## src/rtl/mem_access_pkg.sv

```systemverilog
// Shared types and constants for the burst memory access unit.
package mem_access_pkg;

    typedef enum logic [1:0] {
        IDLE  = 2'd0,
        WRITE = 2'd1,
        READ  = 2'd2,
        DONE  = 2'd3
    } mau_state_t;

    localparam int MAX_BURST_DEFAULT = 16;
    localparam int WORD_BYTES        = 4;

endpackage

```

## src/rtl/mau_addr_gen.sv

```systemverilog
// Word address and remaining-count tracker for one burst.
module mau_addr_gen
    import mem_access_pkg::*;
#(
    parameter int N         = 32,
    parameter int MAX_BURST = MAX_BURST_DEFAULT,
    parameter int LEN_W     = $clog2(MAX_BURST + 1)
) (
    input  logic             clk,
    input  logic             rst,
    input  logic             load,
    input  logic             step,
    input  logic [N-1:0]     load_addr,
    input  logic [LEN_W-1:0] load_len,
    output logic [N-1:0]     address,
    output logic             last
);

    logic [N-1:0]     addr_r;
    logic [LEN_W-1:0] count_r;
    logic [LEN_W-1:0] len_s;

    // Zero-length requests still move one word; oversize requests clamp.
    always_comb begin
        if (load_len == {LEN_W{1'b0}}) begin
            len_s = LEN_W'(1);
        end else if (32'(load_len) > MAX_BURST) begin
            len_s = LEN_W'(MAX_BURST);
        end else begin
            len_s = load_len;
        end
    end

    // Address/count registers; the address wraps naturally modulo 2^N.
    always_ff @(posedge clk or posedge rst) begin
        if (rst) begin
            addr_r  <= {N{1'b0}};
            count_r <= {LEN_W{1'b0}};
        end else if (load) begin
            addr_r  <= {load_addr[N-1:2], 2'b00};
            count_r <= len_s;
        end else if (step) begin
            addr_r  <= addr_r + N'(WORD_BYTES);
            count_r <= count_r - LEN_W'(1);
        end else begin
            addr_r  <= addr_r;
            count_r <= count_r;
        end
    end

    assign address = addr_r;
    assign last    = (count_r == LEN_W'(1));

endmodule

```

## src/rtl/mem_access_unit.sv

```systemverilog
// Burst load/store initiator driving the data-memory port one word per cycle
// with valid/ready handshakes on both the store and load streams.
module mem_access_unit
    import mem_access_pkg::*;
#(
    parameter int N         = 32,
    parameter int MAX_BURST = MAX_BURST_DEFAULT,
    parameter int LEN_W     = $clog2(MAX_BURST + 1)
) (
    input  logic             clk,
    input  logic             rst,
    input  logic             req_valid,
    output logic             req_ready,
    input  logic             req_write,
    input  logic [N-1:0]     req_addr,
    input  logic [LEN_W-1:0] req_len,
    input  logic [N-1:0]     wr_data,
    input  logic             wr_valid,
    output logic             wr_ready,
    output logic [N-1:0]     rd_data,
    output logic             rd_valid,
    input  logic             rd_ready,
    output logic             done,
    output logic             mem_write_enable,
    output logic [N-1:0]     mem_address,
    output logic [N-1:0]     mem_write_data,
    input  logic [N-1:0]     mem_read_data
);

    mau_state_t   state_r;
    mau_state_t   state_s;
    logic         load_s;
    logic         step_s;
    logic         last_s;
    logic         capture_s;
    logic [N-1:0] addr_s;
    logic [N-1:0] rd_data_r;
    logic         rd_valid_r;

    mau_addr_gen #(
        .N         (N),
        .MAX_BURST (MAX_BURST),
        .LEN_W     (LEN_W)
    ) u_addr_gen (
        .clk       (clk),
        .rst       (rst),
        .load      (load_s),
        .step      (step_s),
        .load_addr (req_addr),
        .load_len  (req_len),
        .address   (addr_s),
        .last      (last_s)
    );

    // The output word register is free when empty or being handed off.
    assign capture_s = !rd_valid_r || rd_ready;

    // State register.
    always_ff @(posedge clk or posedge rst) begin
        if (rst) begin
            state_r <= IDLE;
        end else begin
            state_r <= state_s;
        end
    end

    // Next-state and handshake decode.
    always_comb begin
        state_s          = state_r;
        req_ready        = 1'b0;
        wr_ready         = 1'b0;
        mem_write_enable = 1'b0;
        load_s           = 1'b0;
        step_s           = 1'b0;
        done             = 1'b0;
        case (state_r)
            IDLE: begin
                req_ready = 1'b1;
                if (req_valid) begin
                    load_s  = 1'b1;
                    state_s = req_write ? WRITE : READ;
                end else begin
                    state_s = IDLE;
                end
            end
            WRITE: begin
                wr_ready         = 1'b1;
                mem_write_enable = wr_valid;
                if (wr_valid) begin
                    step_s  = 1'b1;
                    state_s = last_s ? DONE : WRITE;
                end else begin
                    state_s = WRITE;
                end
            end
            READ: begin
                if (capture_s) begin
                    step_s  = 1'b1;
                    state_s = last_s ? DONE : READ;
                end else begin
                    state_s = READ;
                end
            end
            DONE: begin
                // Loads finish only once the final word has left the register.
                if (capture_s) begin
                    done    = 1'b1;
                    state_s = IDLE;
                end else begin
                    state_s = DONE;
                end
            end
            default: begin
                state_s = IDLE;
            end
        endcase
    end

    // Load-side output register.
    always_ff @(posedge clk or posedge rst) begin
        if (rst) begin
            rd_data_r  <= {N{1'b0}};
            rd_valid_r <= 1'b0;
        end else if ((state_r == READ) && capture_s) begin
            rd_data_r  <= mem_read_data;
            rd_valid_r <= 1'b1;
        end else if (rd_ready) begin
            rd_data_r  <= rd_data_r;
            rd_valid_r <= 1'b0;
        end else begin
            rd_data_r  <= rd_data_r;
            rd_valid_r <= rd_valid_r;
        end
    end

    assign rd_data        = rd_data_r;
    assign rd_valid       = rd_valid_r;
    assign mem_address    = addr_s;
    assign mem_write_data = wr_data;

endmodule
```

## config.mk

```make
export PLATFORM = sky130hd
export DESIGN_NAME = mem_access_unit
export DESIGN_NICKNAME = d
export VERILOG_FILES = /design/src/rtl/mem_access_pkg.sv /design/src/rtl/mau_addr_gen.sv /design/src/rtl/mem_access_unit.sv
export SDC_FILE = /design/constraint.sdc
export NUM_CORES = 1
export LEC_CHECK = 0
export CORE_UTILIZATION = 39
export DETAILED_ROUTE_END_ITERATION = 8
export GPL_ROUTABILITY_DRIVEN = 0
export GPL_TIMING_DRIVEN = 0
export PLACE_DENSITY = 0.82
export SLEW_MARGIN = 20
export SYNTH_ARGS = -nofsm -noshare
export SYNTH_HDL_FRONTEND = slang
export SYNTH_SLANG_ARGS = --single-unit
```

## constraint.sdc

```tcl
create_clock -name clk -period 3.1 [get_ports clk]
set_input_delay 0.775 -clock clk [delete_from_list [all_inputs] [get_ports clk]]
set_output_delay 0.775 -clock clk [all_outputs]
set_load 0.005 [all_outputs]
```

Yosys cells after proc, flatten, opt, wreduce, memory -nomap -nowiden
Cells that the tools add are included.

$add $sub $neg: 2. $lt $le $gt $ge: 1. Equal/unequal tests: 4. Muxes and demuxes: 25. Reductions and logical operators: 7.

Operators with widths (number): 32-bit two-way mux (2); 32-bit by 3-bit adder with 32-bit output (second input constant) (1); 5-bit two-way mux (4); 1-bit two-way mux (12); 2-bit two-way mux (5); 2-bit case mux with 4 select lines (1); 5-bit by 1-bit == test with 1-bit output (second input constant) (1); 5-bit greater-than comparator (second input constant) (1); 5-bit zero test (1); 5-bit by 1-bit subtractor with 5-bit output (second input constant) (1); 2-bit == test (second input constant) (2); 2-bit nonzero test (2); 2-bit by 1-bit == test with 1-bit output (second input constant) (1); 2-bit zero test (1); 1-bit case mux with 2 select lines (1); 1-bit logical AND (1); 1-bit zero test (1); 1-bit logical OR (1).

Flip-flop bits (word level): 72. Bits of input ports: 107. Output and inout bits: 101. Word-level logic and storage cells: 44.

Depth between registers and ports, before layout
Word-level depth: 6. Depth in mapped cells: 9. Gate-level depth less buffers: 7.

Modules after synthesis
From an unflattened synthesis, not the netlist that was laid out.

Cells, all modules: 373. Area, all modules: 3971.3 µm².

By module, submodules not included: mau_addr_gen (instances 1, cells each 247, area each 2138.3 µm², sequential area each 875.8 µm²); mem_access_unit (instances 1, cells each 126, area each 1833.0 µm², sequential area each 875.8 µm²).

Worst setup path before layout
No wires, ideal clock.

Kind: in2reg. Start point: input rd_ready. End point: register u_addr_gen.count_r[4]. Library setup time: 0.137 ns. Arrival: 1.890 ns. Data required time: 2.963 ns. Setup slack: 1.073 ns. Stages: 7. Buffers on the path: 2. Cells stage by stage: nand2b_1 a31o_2 buf_2 buf_2 nand3_1 xor2_1 a21oi_1.

Cells in the longest elaborated chain, start to end: 4.

RTL lines: start: declaration (line mem_access_unit.sv:22) `input logic rd_ready,`; 1-bit logical OR (line mem_access_unit.sv:56) `assign capture_s = !rd_valid_r || rd_ready;`; 1-bit two-way mux (line mem_access_unit.sv:97) `if (capture_s) begin`; 1-bit case mux with 2 select lines (line mem_access_unit.sv:76) `case (state_r)`; 2-bit nonzero test (no line); end signal: assignment (line mau_addr_gen.sv:41) `count_r <= len_s;`; end signal: assignment (line mau_addr_gen.sv:44) `count_r <= count_r - LEN_W'(1);`; end signal: assignment (line mau_addr_gen.sv:47) `count_r <= count_r;`; end: declaration (line mau_addr_gen.sv:20) `logic [LEN_W-1:0] count_r;`.

Every way passes these cells. A chain may end at the register's enable or synchronous reset.

Worst setup path after layout
Start point: input rd_ready. End point: output done.

Cells in the longest elaborated chain, start to end: 3.

RTL lines: 1-bit logical OR (line mem_access_unit.sv:56); 1-bit two-way mux (line mem_access_unit.sv:106) `if (capture_s) begin`; 1-bit two-way mux (line mem_access_unit.sv:76); end: declaration (line mem_access_unit.sv:23) `output logic done,`.

Every way passes these cells.

==> flow_summary.ini <==
[cells_and_area]
fin_nets = 651
instances_no_fill = 652
area_growth_pct = 57.0
diodes = 0
nFillCells = 787
multi_input_area_mm2 = 0.00158
regArea_mm2 = 0.00175
layout-drive-gt1-share_pct = 17.2

[power]
peakVddDrop_v = 0.000357
power.total_mw = 4.93
internal_power_mw = 3.29
power_frac_seq_pct = 36.1
p_comb_share_pct = 47.4
pwr-share-clk_pct = 16.5
p_leak_nw = 2.40
p_sw_mw = 1.65
switching_share_pct = 33.4
p_per_area_mw_per_mm2 = 854

[yosys]
postSynth.asyncResetShare_pct = 100
synth_cell_types = 39
syn_area_per_cell_um2 = 10.4
synth_seq_cells = 70
synthTopCellsByCount = 70 x dfrtp_1, 34 x buf_4, 34 x nand2_1
synth_area_leader_cell = dfrtp_1
syn_inst = 353
synth-main-ff-cell = dfrtp_1
yosys_warnings = 0
syn_area_mm2 = 0.00368
seq_area_frac_synth_pct = 47.6
synth_edf_count = 0
yosysTopAreaCellShare_pct = 47.6
ys_top_cells_by_area = dfrtp_1 48%, mux2_2 9.8%, buf_4 6.9%
synth_most_common_cell = dfrtp_1

[clock_network]
numClockSinks = 70
clk_latency_ns = 0.33
tritoncts = done
cts.reportedPaths.clkPinSlew_ns = 0.06
ctsHtreeMaxLevel = 3
cts_hold_buffers = 0
post_cts_resize_count = 0
root_buffer = clkbuf_8
clock_path_buffers = 2
cts_setup_buffers = 0
cts_buffers = 9

[worst_setup_path]
crit_chain = clkdlybuf4s50_1 > nand2b_1 > and2_1 > clkdlybuf4s50_1
cp.required_ns = 2.32
r2r-start = state_r[0]$_DFF_PP0_
slowest_delay_ns = 0.53
worstSetupPathType = in2out
r2r_end = u_addr_gen.address[16]$_DFFE_PP0P_
reg2regPathDepth = 9
cpMaxStageDelayCell = clkdlybuf4s50_1
path_common_cell = clkdlybuf4s50_1
crit_path_start_kind = primary input
worstSetupEndpointType = primary output
cp_max_fo = 5
arrival_ns = 2.15
r2r_slack_ns = 0.93

[run_status]
status = finished clean

[routing]
drt-total-wl_mm = 9.90
firstDrtPassIters = 4
drc = 0
viasPerCell = 5.04
drtIter0Drc = 146
drt.antenna.violating_nets = 0
vias = 3286
routedWlPerCell_um = 15.2

[global_routing]
grt_pass1_vias = 3386
grt_max_degree = 38
grt.total_usage_pct = 20.2
antenna_found_initial = 0
grt_first_pass_wirelength_mm = 15.8
grt_overflow = 0

[min_path]
hold_path.class = reg2reg
hold_start = rd_data[1]$_DFFE_PP0P_
hold_end = rd_data[1]$_DFFE_PP0P_
whs_path_depth = 1

[timing]
setup_tns_ns = 0
slew_viol_final = 0
max_slew.worst_pin.slew_ns = 0.587
post-route-period-util_pct = 94.2
timing.fmax_mhz = 342
fin_worst_skew_ns = 0.00869
fin_crit_ns = 2.92
finalHoldViolCount = 0
relSlewSlack_pct = 60.7
setup_slack_ns = 0.180
setup_violations = 0
rsz0062_at_grt = no
holdWs_ns = 0.505

[floorplanning]
die_w_um = 99.2
dieArea_mm2 = 0.00983
io-pin-count = 208
die_h_um = 99.2
start_util_pct = 40.0
coreArea_mm2 = 0.00920
num_rows = 35

[placement]
io_buffers = 171
pre_cts_slack_ns = 0.172
post-place-cells = 637
dp_hpwl_mm = 7.71

[job]
maxCapViolations = 0
==> cell families after synthesis <==
family / synth area share, %
xor+xnor: 5.71
buf+inv: 9.55
mux: 9.79
compound gates: 8.05
simple gates: 16.9
flops: 47.6
other cells: 0.102
fa+ha+maj: 2.38
==> registers in the layout, indices dropped and copies added, names as in the netlist <==
| name | flops |
|---|---|
| rd_data | 32 |
| u_addr_gen.address | 30 |
| u_addr_gen.count_r | 5 |
| state_r | 2 |
| rd_valid | 1 |
==> stage by stage <==
stage	util, %	instance area [µm²]
after floorplan	-	3690
after global placement	60.2	5540
after detailed placement	60.4	5560
after CTS	62.9	5780
after global routing	62.9	5780
final	62.9	5780
==> routing by layer <==
layer	GRT usage, %	part of all wire [%]
met1	23.6	41
met4	6.79	1.5
met3	4.36	7.7
met2	36.7	50
met5	0	0
==> how the worst max path moves through the flow <==
| stage | from | endpoint |
|---|---|---|
| detailed placement | rd_ready | done |
| floorplan | rst | rd_data[0]$_DFFE_PP0P_ |
| finish | rd_ready | done |
| CTS | rd_ready | done |
| global placement | rst | u_addr_gen.address[28]$_DFFE_PP0P_ |
| global route | rd_ready | done |
==> cell usage in the layout (no fill, tap or decap), types with 2 or more instances in the layout <==
cell type	n
clkdlybuf4s50_1	171
dfrtp_1	70
nand2_1	34
buf_4	34
mux2_2	32
o21ai_0	31
xor2_1	19
nand4_1	15
nor2_1	15
a31oi_1	11
clkbuf_8	11
and3_1	8
and2_1	8
clkbuf_1	7
nand3_1	7
ha_1	7
inv_1	6
xnor2_1	5
or3_1	5
o31ai_1	4
or4_1	4
buf_1	3
nand3b_1	3
nand2b_1	2
buf_6	2
buf_2	2
nor4_1	2
a221oi_1	2
a21oi_1	2
conb_1	2
bufinv_16	2
clkinv_2	2
==> area by class of cell <==
type	count	area share (%)
Clock buffer	11	2.62
Clock inverter	4	1.21
Multi-Input combinational cell	229	27.4
Sequential cell	70	30.3
Inverter	7	0.498
Tap cell	111	2.40
Buffer	48	5.63
Timing Repair Buffer	172	30.0
==> critical path, delay by kind of cell <==
family,cells,cell delay (ns)
simple gates,2,0.36
buf+inv,2,1.01
==> power by group through the flow <==
stage	registers [mW]	logic, mW	clock network (mW)
3_3_place_gp	1.76	2.28	0
4_1_cts	1.78	2.37	0.838
2_1_floorplan	1.75	1.04	0
5_1_grt	1.85	2.56	0.870
6_report	1.78	2.34	0.815
3_5_place_dp	1.80	2.36	0
No activity file was read; power rests on OpenSTA's default activity.
